`src/rtl/turn_seq_pkg.sv`:
```
// Shared definitions for the tail-light turn/hazard sequencer:
// driver-mode encoding and the thermometer mask used by the lamp sweep.
package turn_seq_pkg;

    // Raw encodings of the D input as the driver-control decode delivers them.
    localparam logic [1:0] D_OFF    = 2'b00;
    localparam logic [1:0] D_RIGHT  = 2'b01;
    localparam logic [1:0] D_LEFT   = 2'b10;
    localparam logic [1:0] D_HAZARD = 2'b11;

    // Same encodings as an enum so the stored mode reads clearly in case statements.
    typedef enum logic [1:0] {
        MODE_OFF    = D_OFF,
        MODE_RIGHT  = D_RIGHT,
        MODE_LEFT   = D_LEFT,
        MODE_HAZARD = D_HAZARD
    } mode_e;

    // Widest lamp bank the mask helper supports; callers size-cast the result
    // down to their own N_LAMPS.
    localparam int unsigned MAX_LAMPS = 32;

    // Thermometer mask with the k least-significant bits set (k innermost lamps).
    function automatic logic [MAX_LAMPS-1:0] therm_mask(input int unsigned k);
        logic [MAX_LAMPS-1:0] mask;
        mask = '0;
        for (int unsigned i = 0; i < MAX_LAMPS; i++) begin
            mask[i] = (i < k);
        end
        return mask;
    endfunction

endpackage

```
`src/rtl/turn_seq_param_step_prescaler.sv`:
```
// Animation step prescaler: divides the clock so the lamp sweep advances
// once every TICK_DIV enabled cycles.
module step_prescaler #(
    parameter int TICK_DIV = 1
) (
    input  logic CLK,
    input  logic RST,
    input  logic clr,
    input  logic en,
    output logic tick
);

    localparam int CNT_W = (TICK_DIV > 1) ? $clog2(TICK_DIV) : 1;
    localparam logic [CNT_W-1:0] CNT_LAST = CNT_W'(TICK_DIV - 1);

    logic [CNT_W-1:0] cnt_q;
    logic [CNT_W-1:0] cnt_d;

    // Tick fires on the last count of each enabled window; clr wins over en.
    assign tick = en && !clr && (cnt_q == CNT_LAST);

    // Next-count logic: restart on clear, wrap on the last count, hold when idle.
    always_comb begin
        // NOTE: every always_comb output gets a default first so no path can infer a latch.
        cnt_d = cnt_q;
        if (clr) begin
            cnt_d = '0;
        end else if (en) begin
            cnt_d = (cnt_q == CNT_LAST) ? '0 : cnt_q + CNT_W'(1);
        end
    end

    // Count register, cleared asynchronously by reset.
    always_ff @(posedge CLK or posedge RST) begin
        // NOTE: asynchronous reset clears state without a clock; flops use <= so all
        // registers update together from the pre-edge values.
        if (RST) begin
            cnt_q <= '0;
        end else begin
            cnt_q <= cnt_d;
        end
    end

endmodule

```
`src/rtl/turn_seq_param.sv`:
```
// Parametrised tail-light turn/hazard sequencer. Holds the sampled driver mode,
// steps the sweep phase on prescaler ticks, and maps mode/phase/brake onto
// registered left and right lamp banks.
module turn_seq_param
    import turn_seq_pkg::*;
#(
    parameter int N_LAMPS     = 3,
    parameter int TICK_DIV    = 1,
    parameter int BLANK_PHASE = 0
) (
    input  logic               CLK,
    input  logic               RST,
    input  logic [1:0]         D,
    input  logic               BRAKE,
    output logic [N_LAMPS-1:0] L,
    output logic [N_LAMPS-1:0] R,
    output logic               active
);

    // Turn modes run 1..N_LAMPS, plus one trailing blank step when enabled.
    localparam int LAST_PHASE = N_LAMPS + ((BLANK_PHASE != 0) ? 1 : 0);
    localparam int PH_W       = $clog2(LAST_PHASE + 1);

    localparam logic [PH_W-1:0] PH_ZERO = '0;
    localparam logic [PH_W-1:0] PH_ONE  = PH_W'(1);
    localparam logic [PH_W-1:0] PH_FULL = PH_W'(N_LAMPS);
    localparam logic [PH_W-1:0] PH_LAST = PH_W'(LAST_PHASE);

    mode_e              mode_q, mode_d;
    logic [PH_W-1:0]    phase_q, phase_d;
    logic [N_LAMPS-1:0] lamp_l_q, lamp_l_d;
    logic [N_LAMPS-1:0] lamp_r_q, lamp_r_d;
    logic               active_q, active_d;

    logic               mode_change;
    logic               presc_clr;
    logic               tick;
    logic [N_LAMPS-1:0] sweep;

    assign mode_change = (D != mode_q);

    // The prescaler restarts on any mode change and is held at zero while off.
    assign presc_clr = mode_change || (mode_q == MODE_OFF);

    step_prescaler #(
        .TICK_DIV (TICK_DIV)
    ) u_presc (
        .CLK  (CLK),
        .RST  (RST),
        .clr  (presc_clr),
        .en   (!presc_clr),
        .tick (tick)
    );

    // Mode and phase next-state: a new mode restarts at phase 1 (0 for off),
    // otherwise the phase advances on each prescaler tick.
    always_comb begin
        mode_d  = mode_q;
        phase_d = phase_q;
        if (mode_change) begin
            mode_d  = mode_e'(D);
            phase_d = (D == D_OFF) ? PH_ZERO : PH_ONE;
        end else if (mode_q == MODE_OFF) begin
            phase_d = PH_ZERO;
        end else if (tick) begin
            if (mode_q == MODE_HAZARD) begin
                phase_d = (phase_q == PH_ONE) ? PH_ZERO : PH_ONE;
            end else begin
                phase_d = (phase_q >= PH_LAST) ? PH_ONE : phase_q + PH_ONE;
            end
        end
    end

    // Output mapping from the next mode/phase so lamps follow D and BRAKE one
    // cycle later; phases outside 1..N_LAMPS (blank or unreachable) stay dark.
    always_comb begin
        sweep    = '0;
        lamp_l_d = '0;
        lamp_r_d = '0;
        active_d = (mode_d != MODE_OFF);
        if ((phase_d != PH_ZERO) && (phase_d <= PH_FULL)) begin
            sweep = N_LAMPS'(therm_mask(32'(phase_d)));
        end
        case (mode_d)
            MODE_RIGHT: begin
                lamp_r_d = sweep;
                lamp_l_d = BRAKE ? '1 : '0;
            end
            MODE_LEFT: begin
                lamp_l_d = sweep;
                lamp_r_d = BRAKE ? '1 : '0;
            end
            MODE_HAZARD: begin
                lamp_l_d = (phase_d == PH_ONE) ? '1 : '0;
                lamp_r_d = (phase_d == PH_ONE) ? '1 : '0;
            end
            default: begin
                lamp_l_d = BRAKE ? '1 : '0;
                lamp_r_d = BRAKE ? '1 : '0;
            end
        endcase
    end

    // State and registered outputs; reset gives dark lamps and the off mode.
    always_ff @(posedge CLK or posedge RST) begin
        if (RST) begin
            mode_q   <= MODE_OFF;
            phase_q  <= PH_ZERO;
            lamp_l_q <= '0;
            lamp_r_q <= '0;
            active_q <= 1'b0;
        end else begin
            mode_q   <= mode_d;
            phase_q  <= phase_d;
            lamp_l_q <= lamp_l_d;
            lamp_r_q <= lamp_r_d;
            active_q <= active_d;
        end
    end

    assign L      = lamp_l_q;
    assign R      = lamp_r_q;
    assign active = active_q;

endmodule
```
`config.mk`:
```
export PLATFORM = sky130hd
export DESIGN_NAME = turn_seq_param
export DESIGN_NICKNAME = d
export VERILOG_FILES = /design/src/rtl/turn_seq_pkg.sv /design/src/rtl/turn_seq_param_step_prescaler.sv /design/src/rtl/turn_seq_param.sv
export SDC_FILE = /design/constraint.sdc
export NUM_CORES = 1
export LEC_CHECK = 0
export BUFFER_PORTS_ARGS = -buffer_cell sky130_fd_sc_hd__buf_4
export CORE_AREA = 2 2 39 41
export DETAILED_ROUTE_END_ITERATION = 7
export DIE_AREA = 0 0 41 43
export PLACE_DENSITY = 0.64
export SYNTH_ARGS = -nofsm -noshare
export SYNTH_HDL_FRONTEND = slang
export SYNTH_SLANG_ARGS = --single-unit
```
`constraint.sdc`:
```
create_clock -name CLK -period 2.1 [get_ports CLK]
set_input_delay 0.21 -clock CLK [delete_from_list [all_inputs] [get_ports CLK]]
set_output_delay 0.21 -clock CLK [all_outputs]
set_load 0.01 [all_outputs]
```
Word-level counts from Yosys, hierarchy flattened
Cells that the tools add are included.

Logic and storage cells: 44. Register bits: 12.

Bitwise operators: 1. Reductions and logical operators: 8. Muxes and demuxes: 15. Order comparisons: 5. Equal/unequal tests: 7. Add/subtract/negate cells: 2.

Operators with widths (number): $mux 2 (6); $pmux 3 s2 (2); $mux 3 (3); $eq 2x1->1 const B (3); $eq 2x2->1 const B (3); $logic_not 2->1 (2); $lt 1x2->1 const A (2); $mux 1 (4); $reduce_bool 2->1 (2); $add 2x1->2 const B (1); $ge 2x2->1 const B (1); $le 2x2->1 const B (1); $logic_and 1x1->1 (2); $lt 2x2->1 const A (1); $ne 2x2->1 (1); $add 1x1->1 const B (1); $logic_not 1->1 (1); $logic_or 1x1->1 (1); $not 1->1 (1).

Depth between registers and ports, before layout
Gate-level depths: netlist of run 1.

Depth in word-level cells: 11. Gate-level depth with buffers: 5. Mapped depth without buffers: 5.

Hierarchy
A second synthesis of run 1 with hierarchy kept.

Cell total of the unflattened synthesis: 69. Area total of the unflattened synthesis: 640.6 um2.

By module, submodules not included: turn_seq_param (instances 1, seq. area each 275.3 um2, cells each 68, area each 626.9 um2); step_prescaler (instances 1, seq. area each 0.0 um2, cells each 1, area each 13.8 um2).

Worst setup path before layout of run 1
Ideal clock, no wire load.

Path type: reg-to-reg. Start point: register phase_q[0]. End point: register lamp_r_q[2], in the netlist R[2]. Required time: 1973 ps. Slack: 903 ps. Arrival time: 1070 ps. Clock period less this slack: 1197 ps. Cell stages (with the launch flop): 5. Buffers on the path: 0. Path through: dfrtp_1 -> ha_1 -> and2b_1 -> a21oi_1 -> a31oi_1.

Word-level cells in the longest chain between the ends: 10. Elaborated cells between the ends (all ways): 17.

RTL lines: start: declaration (line turn_seq_param.sv:30) `logic [PH_W-1:0] phase_q, phase_d;`; start signal: assignment (line turn_seq_param.sv:114) `phase_q <= phase_d;`; $add 2x1->2 (tied with other cells) (line turn_seq_param.sv:69) `phase_d = (phase_q >= PH_LAST) ? PH_ONE : phase_q + PH_ONE;`; $mux 2 or $mux 1 (tied branches) (line turn_seq_param.sv:69, turn_seq_param.sv:67); $mux 2 (line turn_seq_param.sv:66) `if (mode_q == MODE_HAZARD) begin`; $mux 2 (*) (line turn_seq_param.sv:65) `end else if (tick) begin`; $mux 2 (*) (line turn_seq_param.sv:63) `end else if (mode_q == MODE_OFF) begin`; $mux 2 (*) (line turn_seq_param.sv:60) `if (mode_change) begin`; $le 2x2->1 or $reduce_bool 2->1 (tied branches) (line turn_seq_param.sv:81) `if ((phase_d != PH_ZERO) && (phase_d <= PH_FULL)) begin`; $logic_and 1x1->1 (line turn_seq_param.sv:81); $mux 3 (line turn_seq_param.sv:81); $pmux 3 s2 (*) (line turn_seq_param.sv:84) `case (mode_d)`; named net lamp_r_d[2] (line turn_seq_param.sv:32) `logic [N_LAMPS-1:0] lamp_r_q, lamp_r_d;`; end signal: assignment (line turn_seq_param.sv:116) `lamp_r_q <= lamp_r_d;`; end: declaration (line turn_seq_param.sv:32).

The timed path passes the listed nets; every way through them passes the cells marked *.

Worst setup path in the final report of run 1
Start point: register phase_q[0]. End point: register lamp_r_q[1], in the netlist R[1].

Same word-level chain as after synthesis.

==> results of run 1 <==
## report_power, final
part           internal (W)  leakage, nW  switching (W)  total [W]
registers          0.000227        0.124     0.00000835   0.000236
logic             0.0000447        0.161      0.0000486  0.0000933
clock network     0.0000735       0.0150      0.0000718   0.000145
total              0.000346        0.300       0.000129   0.000474
## placed cells by master (no fill, tap or decap)
master and n:
o21a_1 1, dlygate4sd3_1 1, nor2_2 1, nor3b_1 1, and2_4 2, or2_1 1
nor2b_1 2, nand2_1 6, a21oi_1 2, a31oi_1 6, and2b_1 1, buf_4 11
inv_1 2, a22oi_1 1, clkbuf_4 3, a21o_1 2, ha_1 1, nor2_1 5
clkbuf_1 1, o22a_1 1, o21bai_1 3, dfrtp_1 11
## worst max-delay path, stage by stage, from the launching register on
cell	delay, ns
dfrtp_1	0.38
ha_1	0.38
and2b_1	0.22
o21bai_1	0.14
a31oi_1	0.11
## through the flow
stage / worst slack (ns) / std cells / power, W / hold slack, ns
2_1_floorplan: 0.903 / 54 / 0.000301 / 0.0624
3_3_place_gp: 0.853 / 76 / 0.000328 / 0.227
3_5_place_dp: 0.771 / 76 / 0.000331 / 0.232
4_1_cts: 0.747 / 81 / 0.000478 / 0.134
5_1_grt: 0.693 / 81 / 0.000498 / 0.137
6_report: 0.755 / 81 / 0.000474 / 0.137
## registers in the layout (all words and copies together), names as in the netlist
| signal | cells |
|---|---|
| L | 3 |
| R | 3 |
| active | 1 |
| mode_q | 2 |
| phase_q | 2 |
## worst paths after layout
check                      startpoint         end  cells past startpoint
setup / recovery           phase_q[0]        R[1]                      4
hold / removal                   D[1]   mode_q[1]                      1
setup reg to reg           phase_q[0]        R[1]                      4
hold reg to reg            phase_q[0]  phase_q[1]                      2
max in group asynchronous         RST        L[0]                      3
min in group asynchronous         RST        R[2]                      3
## synth_stat cells, drive strengths merged
cell type | n | area share [%]
a21o | 2 | 2.8
a21oi | 2 | 1.9
a22oi | 1 | 1.4
a31oi | 6 | 6.9
and2 | 2 | 3.2
and2b | 1 | 1.4
buf | 3 | 5.6
clkbuf | 2 | 1.4
dfrtp | 11 | 51
ha | 1 | 2.3
inv | 2 | 1.4
nand2 | 6 | 4.2
nor2 | 6 | 4.6
nor2b | 2 | 2.3
nor3b | 1 | 1.4
o21a | 1 | 1.4
o21bai | 3 | 4.2
o22a | 1 | 1.6
or2 | 1 | 1.2
## per-layer routing
metal  part of all wire [%]  track usage, %  up-vias  wire length (µm)
li1                       -               -      206                 -
met1                     42            19.5      208               458
met2                     48            21.6       20               526
met3                    9.1            3.66        2                99
met4                   0.82            12.0        0                 9
met5                      0               0        -                 0
## layout make-up
| class | count | area, µm² | area share (%) |
|---|---|---|---|
| inverter | 2 | 7.51 | 1.17 |
| tap | 16 | 20.0 | 3.12 |
| sequential | 11 | 275 | 42.9 |
| multi-input combinational | 36 | 220 | 34.3 |
| timing repair buffer | 12 | 92.6 | 14.4 |
| clock buffer | 4 | 26.3 | 4.09 |
## logic make-up (layout without fill, tap and decap cells)
logic type	Yosys count	after routing
and+or+nand+nor	19	19
AOI/OAI and AO/OA	16	16
DFF	11	11
buffers and inverters	7	18
adders and majority gates	1	1
==> summary.md, run 1 <==
| Metric | Value |
|---|---|
| # DRC | 0 |
| Critical Path Sink Type | flip-flop |
| H-tree Lvls | 1 |
| Synth Area in Compound Gates | 20.1% |
| Final hold violation count | 0 |
| Synthesized cell area | roughly 540 µm² |
| Syn Nets | 60 |
| Tmin final | 1.34 ns |
| DR WL/cell | 13.5 µm |
| Largest net degree at the start of global routing | 13 |
| WP data arrival | 1.49 ns |
| Syn avg cell area | 10.0 µm² |
| Inserted Diodes | 0 |
| Max Clk Rate | 0.744 GHz |
| CTS sink cnt | 11 |
| Row count | 14 |
| Warnings from Yosys | 0 |
| Clock Skew | 0.00366 ns |
| Max Slew Vio Count | 0 |
| Synth Area in Simple Gates | 18.3% |
| DRT iter0 DRCs | 11 |
| Design Area, Final | 642 µm² |
| Half-perimeter wire length after detailed placement | 748 µm |
| Number of fill cells | 130 |
| Post-Synth XOR/XNOR Area | 0% |
| CTS tree | yes |
| Synth Area in Adders | 2.31% |
| Final GP Congestion | 0.850 |
| Vias in the first global route | 422 |
| DRT Wirelength | about 1.1 mm |
| Number of max-cap violations | 0 |
| Hold Path Class | in2reg |
| Post-DR vias/cell | 5.38 |
| Root buffer cell | clkbuf_4 |
| Synth-to-layout area growth | 18.8% |
| Core ar. | 1380 µm² |
| CTS clk-pin slew, worst paths | approximately 0.07 ns |
| Die height | 43 µm |
| Total grt overflow | 0 |
| Worst vdd ir | a little under 0.0003 V |
| Setup Fix Bufs, Post-CTS | 0 |
| RSZ-0062 raised after global routing | false |
| Top-level I/O count | 12 |
| Initial antenna violation count | 0 |
| Antenna Nets Post-Route | 0 |
| Final #Nets | 72 |
| Cell area after placement | about 600 µm² |
| WP data required | 2.25 ns |
| Pwr Density | 739 nW/µm² |
| Mux share of post-synthesis cell area | 0% |
| Post-layout util | 46.4% |
| Post-synthesis sequential area ratio | 50.9% |
| Status | complete, no violations |
| # hold bufs at CTS | 1 |
| Worst skew pair latency | 0.27 ns |
| Proportion of layout cells with a drive suffix above 1 | a little over a quarter |
| Register-to-Register Setup Slack | 0.76 ns |
| Max clock buf depth | 2 |
| Worst Max-Slew Pin Slew | about 0.43 ns |
| Worst Path Max Fanout | 6 |
| Total CTS buffers | 3 |
| FF+latch count, synth | 11 |
| Via count | 436 |
| Initial core utilization | 39.1% |
| PortBufs | 11 |
| Drt first pass iters | 4 |
| Startpoint types | flip-flop |
| First-pass GRT wire length | ~1.8 mm |
| Main combinational cell family by area after synthesis | compound AO/OA/AOI/OAI gates |
| Leak | 0.300 nW |
| Final period util | between 60% and 70% |
| Rel. slew slack | a little under three quarters |
| Die Wd | 41 µm |
| Synth cell types | 21 |
| Post-CTS sizing | 0 |
| Crit Path Class | reg2reg |
| Gr usage total | ~16% |
| DIE AREA | 1760 µm² |
| Post-Synthesis Cells | 54 |
| Setup TNS | 0 ns |
| Endpoints failing setup | 0 |
Power figures use the tool's default switching activity.
==> run 2: changes to the inputs <==
- clock period: 2.1 -> 1.4 ns (I/O delays scaled with it)
==> summary.md, run 2 (same netlist as run 1, synthesis figures left out) <==
| Metric | Value |
|---|---|
| Final GP Congestion | 0.850 (unchanged) |
| Total CTS buffers | 3 (unchanged) |
| Register-to-Register Setup Slack | 0.11 ns (-0.64 ns) |
| Proportion of layout cells with a drive suffix above 1 | 27.7% (+1.5 points) |
| RR Endpoint | R[1] |
| Initial core utilization | 39.1% (unchanged) |
| Critical path origin | phase_q[0] |
| CTS tree | yes |
| Crit Path Class | reg2reg |
| Half-perimeter wire length after detailed placement | 748 µm (unchanged) |
| DRT iter0 DRCs | 12 (+1) |
| Antenna Nets Post-Route | 0 (unchanged) |
| Inserted Diodes | 0 (unchanged) |
| Final hold slack | 0.0631 ns (-0.0740 ns) |
| Number of fill cells | 128 (-1.5%) |
| Max Slew Vio Count | 0 (unchanged) |
| Post-layout util | 47.3% (+0.90 points) |
| R2R cell count | 4 (unchanged) |
| CTS clk-pin slew, worst paths | 0.07 ns (about the same) |
| Critical Path Sink Type | flip-flop |
| # DRC | 0 (unchanged) |
| Largest net degree at the start of global routing | 13 (unchanged) |
| Leak | 0.301 nW (+0.35%) |
| Gr usage total | 15.5% (unchanged) |
| WP data arrival | 1.44 ns (-0.05 ns) |
| Drt first pass iters | 4 (unchanged) |
| Max clock buf depth | 2 (unchanged) |
| Top-level I/O count | 12 (unchanged) |
| Pwr Density | 1110 nW/µm² (+50%) |
| Die height | 43 µm (unchanged) |
| Worst vdd ir | 0.000438 V (+47%) |
| Hold Crit Depth | 1 (unchanged) |
| Rel. slew slack | 71.1% (-0.30 points) |
| Final hold violation count | 0 (unchanged) |
| Clock Power Share | 30.3% (-0.3 points) |
| Post-Layout Cell Count | 81 (unchanged) |
| Hold Path Class | in2reg |
| Cell area after placement | 606 µm² (unchanged) |
| Reg2reg start | phase_q[0] |
| Synth-to-layout area growth | 21.1% |
| Cell total after placement | 76 (unchanged) |
| Status | complete, no violations |
| Sequential share of power | 49.0% (-0.7 points) |
| Number of max-cap violations | 0 (unchanged) |
| Switching Power | 0.000197 W (+53%) |
| Gate power share | 20.6% (+0.9 points) |
| RSZ-0062 raised after global routing | false |
| Final period util | 92.1% (+28 points) |
| DIE AREA | 1760 µm² (unchanged) |
| Worst Max-Slew Pin Slew | 0.434 ns (+0.00453 ns) |
| Clock Skew | 0.00225 ns (-0.00141 ns) |
| Final #Nets | 72 (unchanged) |
| Startpoint types | flip-flop |
| CTS sink cnt | 11 (unchanged) |
| Design Area, Final | 654 µm² (+1.9%) |
| DR WL/cell | 13.8 µm (+2.1%) |
| Core ar. | 1380 µm² (unchanged) |
| Vias in the first global route | 422 (unchanged) |
| Setup Fix Bufs, Post-CTS | 0 (unchanged) |
| Worst Path Max Fanout | 6 (unchanged) |
| Hold EP | mode_q[1] |
| H-tree Lvls | 1 (unchanged) |
| Most frequent cells in the layout | 11 x dfrtp_1, 11 x buf_4, 6 x nand2_1, 6 x a31oi_1, 5 x nor2_1 |
| Worst skew pair latency | 0.27 ns (about the same) |
| First-pass GRT wire length | 1.78 mm (unchanged) |
| PortBufs | 11 (unchanged) |
| Initial antenna violation count | 0 (unchanged) |
| Int Pwr | 0.000527 W (+53%) |
| HP Start | D[1] |
| Total grt overflow | 0 (unchanged) |
| Post-DR vias/cell | 5.22 (-3.0%) |
| Row count | 14 (unchanged) |
| Max Clk Rate | 0.775 GHz (+4.3%) |
| Setup TNS | 0 ns (unchanged) |
| Die Wd | 41 µm (unchanged) |
| Via count | 423 (-3.0%) |
| Root buffer cell | clkbuf_4 |
| DRT Wirelength | 1.12 mm (+2.1%) |
| Tmin final | 1.29 ns (-0.0551 ns) |
| Sw Ratio | 27.2% (+0.093 points) |
| WP data required | 1.55 ns (-0.70 ns) |
| Endpoints failing setup | 0 (unchanged) |
==> run 2: cell types whose count changed in the layout (fill, tap and decap cells not counted) <==
cell  change
ha_4      +1
ha_1      -1
==> run 2: through the flow <==
| step | total power, W | setup WS, ns |
|---|---|---|
| finish | 0.000725 | 0.110 |
| global route | 0.000759 | 0.0481 |
| CTS | 0.000717 | 0.0473 |
| detailed placement | 0.000497 | 0.0707 |
| global placement | 0.000492 | 0.153 |
| floorplan | 0.000452 | 0.203 |
==> run 2: worst max-delay path by stage <==
stage / endpoint
after CTS: R[1]
after global routing: R[1]
final: R[1]
after detailed placement: R[1]
after floorplan: R[2]
after global placement: R[2]
==> run 2: cell type report <==
class | instances | area (µm²) | share of cell area [%]
tap | 16 | 20.0 | 3.06
clock buffer | 4 | 26.3 | 4.02
sequential | 11 | 275 | 42.1
timing repair buffer | 12 | 92.6 | 14.1
inverter | 2 | 7.51 | 1.15
multi-input combinational | 36 | 233 | 35.6
==> run 2: per-layer routing <==
metal / share of wire [%] / wire length, µm / global-route usage, %
met5: 0 / 0 / 0
met4: 3.2 / 36 / 12.0
met3: 7.4 / 83 / 3.66
met2: 47 / 521 / 21.6
met1: 43 / 475 / 19.5
==> run 2: power by group through the flow <==
stage / combinational, W / sequential, W / clock, W
after detailed placement: 0.000137 / 0.000360 / 0
after global placement: 0.000133 / 0.000359 / 0
final: 0.000149 / 0.000356 / 0.000220
after global routing: 0.000167 / 0.000359 / 0.000234
after floorplan: 0.0000870 / 0.000365 / 0
after CTS: 0.000140 / 0.000354 / 0.000223
==> run 2: critical path, stage by stage (launching register included) <==
cell      delay (ns)
dfrtp_1         0.41
ha_4            0.31
and2b_1         0.20
o21bai_1        0.14
a31oi_1         0.11
==> run 2: repair_timing <==
action / CTS / global route
resized for setup: 0 / 1
endpoints found under the hold margin: 11 / 0
setup endpoints to repair: 0 / 1
hold buffers: 1 / 0
==> run 3: changes to the inputs <==
==> constraint.sdc (replaced) <==
create_clock -name CLK -period 1.4 [get_ports CLK]
set_input_delay 0.07 -clock CLK [delete_from_list [all_inputs] [get_ports CLK]]
set_output_delay 0.07 -clock CLK [all_outputs]
set_load 0.01 [all_outputs]
==> summary.md, run 3 (same netlist as run 1, synthesis figures left out) <==
| Metric | Value |
|---|---|
| Status | complete, no violations |
| DRT Wirelength | 1.13 mm (+1.3%) |
| Post-DR vias/cell | 5.27 (+0.82%) |
| Startpoint types | flip-flop |
| Total grt overflow | 0 (unchanged) |
| Die Wd | 41 µm (unchanged) |
| RSZ-0062 raised after global routing | false |
| Clock Skew | 0.00278 ns (+0.000533 ns) |
| Worst slack, placed | 0.0707 ns (unchanged) |
| Half-perimeter wire length after detailed placement | 748 µm (unchanged) |
| Tmin final | 1.30 ns (+0.00596 ns) |
| Critical path origin | phase_q[0] |
| Reg2reg start | phase_q[0] |
| Final GP Congestion | 0.850 (unchanged) |
| DIE AREA | 1760 µm² (unchanged) |
| R2R cell count | 4 (unchanged) |
| WP data required | 1.54 ns (about the same) |
| Rel. slew slack | 70.9% (-0.18 points) |
| CP Cell Sequence | ha_4, and2b_1, o21bai_1, a31oi_1 |
| Number of fill cells | 128 (unchanged) |
| Max clock buf depth | 2 (unchanged) |
| Initial antenna violation count | 0 (unchanged) |
| Largest net degree at the start of global routing | 13 (unchanged) |
| Cell area after placement | 606 µm² (unchanged) |
| Vias in the first global route | 422 (unchanged) |
| Worst vdd ir | 0.000438 V (+0.10%) |
| Drt first pass iters | 4 (unchanged) |
| Worst Path Max Fanout | 6 (unchanged) |
| Hold EP | R[2] |
| Hold Path Class | in2reg |
| Most frequent cells in the layout | 11 x dfrtp_1, 11 x buf_4, 6 x nand2_1, 6 x a31oi_1, 5 x nor2_1 |
| CTS sink cnt | 11 (unchanged) |
| Gr usage total | 15.5% (unchanged) |
| Design Area, Final | 674 µm² (+3.1%) |
| Leak | 0.310 nW (+2.8%) |
| Setup ws final | 0.104 ns (-0.00596 ns) |
| Worst skew pair latency | 0.27 ns (about the same) |
| Setup TNS | 0 ns (unchanged) |
| Top-level I/O count | 12 (unchanged) |
| Synth-to-layout area growth | 24.8% |
| Slowest-stage cell, CP | dfrtp_1 |
| Critical Path Sink Type | flip-flop |
| Final #Nets | 74 (+2.8%) |
| Total CTS buffers | 3 (unchanged) |
| PortBufs | 11 (unchanged) |
| CTS tree | yes |
| Hold Crit Depth | 3 (+2) |
| Multi-input logic area | 233 µm² (unchanged) |
| Setup Fix Bufs, Post-CTS | 0 (unchanged) |
| CP delay by family, top | flip-flops |
| Inserted Diodes | 0 (unchanged) |
| Critical Path Max Stage Delay | 0.41 ns (about the same) |
| WP data arrival | 1.44 ns (about the same) |
| Max Clk Rate | 0.772 GHz (-0.46%) |
| Cell total after placement | 76 (unchanged) |
| RR Endpoint | R[1] |
| H-tree Lvls | 1 (unchanged) |
| Initial core utilization | 39.1% (unchanged) |
| Post-Layout Cell Count | 83 (+2.5%) |
| HP Start | BRAKE |
| Row count | 14 (unchanged) |
| WP buf/inv | 0 (unchanged) |
| DRT iter0 DRCs | 13 (+1) |
| Crit Path Class | reg2reg |
| Die height | 43 µm (unchanged) |
| Endpoints failing setup | 0 (unchanged) |
| Number of max-cap violations | 0 (unchanged) |
| Root buffer cell | clkbuf_4 |
| Final hold violation count | 0 (unchanged) |
| Max Slew Vio Count | 0 (unchanged) |
| Register-to-Register Setup Slack | 0.10 ns (about the same) |
| Worst Max-Slew Pin Slew | 0.436 ns (+0.00268 ns) |
| First-pass GRT wire length | 1.78 mm (unchanged) |
| Antenna Nets Post-Route | 0 (unchanged) |
| Proportion of layout cells with a drive suffix above 1 | 26.9% (-0.83 points) |
| Final period util | 92.6% (+0.43 points) |
| Core ar. | 1380 µm² (unchanged) |
| # DRC | 0 (unchanged) |
| CTS clk-pin slew, worst paths | 0.07 ns (about the same) |
| DR WL/cell | 13.6 µm (-1.1%) |
| Pwr Density | 1080 nW/µm² (-2.6%) |
| Via count | 437 (+3.3%) |
| Storage cell area | 275 µm² (unchanged) |
run 3: changes by cell type in the layout (fill, tap and decap cells not counted), sizes merged:
cell	change
dlygate4sd3	+2
run 3: metal layers:
layer	vias up	global-route usage [%]	wire (µm)
li1	210	-	-
met1	207	19.5	484
met2	15	21.6	539
met3	5	3.66	70
met4	0	12.0	36
met5	-	0	0
run 3: power breakdown:
part	internal (W)	switching (W)	leakage [nW]
logic	0.0000791	0.0000749	0.171
registers	0.000341	0.0000143	0.124
clock network	0.000110	0.000107	0.0150
run 3: timing repair:
item | CTS | global route
gates resized for setup | 0 | 1
setup endpoints to repair | 0 | 1
endpoints found under the hold margin | 13 | 0
hold buffers | 3 | 0
run 3: area by class of cell:
| cell class | instances | area share (%) |
|---|---|---|
| clock buffer | 4 | 3.90 |
| inverter | 2 | 1.11 |
| multi-input combinational | 36 | 34.5 |
| sequential | 11 | 40.8 |
| tap | 16 | 2.97 |
| timing repair buffer | 14 | 16.7 |
run 3: through the flow:
| stage | hold slack (ns) | total power [W] | utilization [%] |
|---|---|---|---|
| floorplan | -0.0776 | 0.000452 | - |
| global route | 0.153 | 0.000764 | 48.7 |
| CTS | 0.113 | 0.000721 | 47.8 |
| detailed placement | 0.0920 | 0.000497 | 43.8 |
| finish | 0.112 | 0.000727 | 48.7 |
| global placement | 0.0868 | 0.000492 | 43.8 |
run 3: worst max path at each step:
stage	to	slack [ns]	depth (start not counted)
floorplan	R[2]	0.20	4
global placement	R[2]	0.15	4
detailed placement	R[1]	0.07	4
CTS	R[1]	0.05	4
global route	R[1]	0.05	4
finish	R[1]	0.10	4
run 3: worst min-delay path, delay by kind of cell:
family	cells	cell delay [ns]
simple gates	1	0.05
compound gates	1	0.13
buf+inv	1	0.08
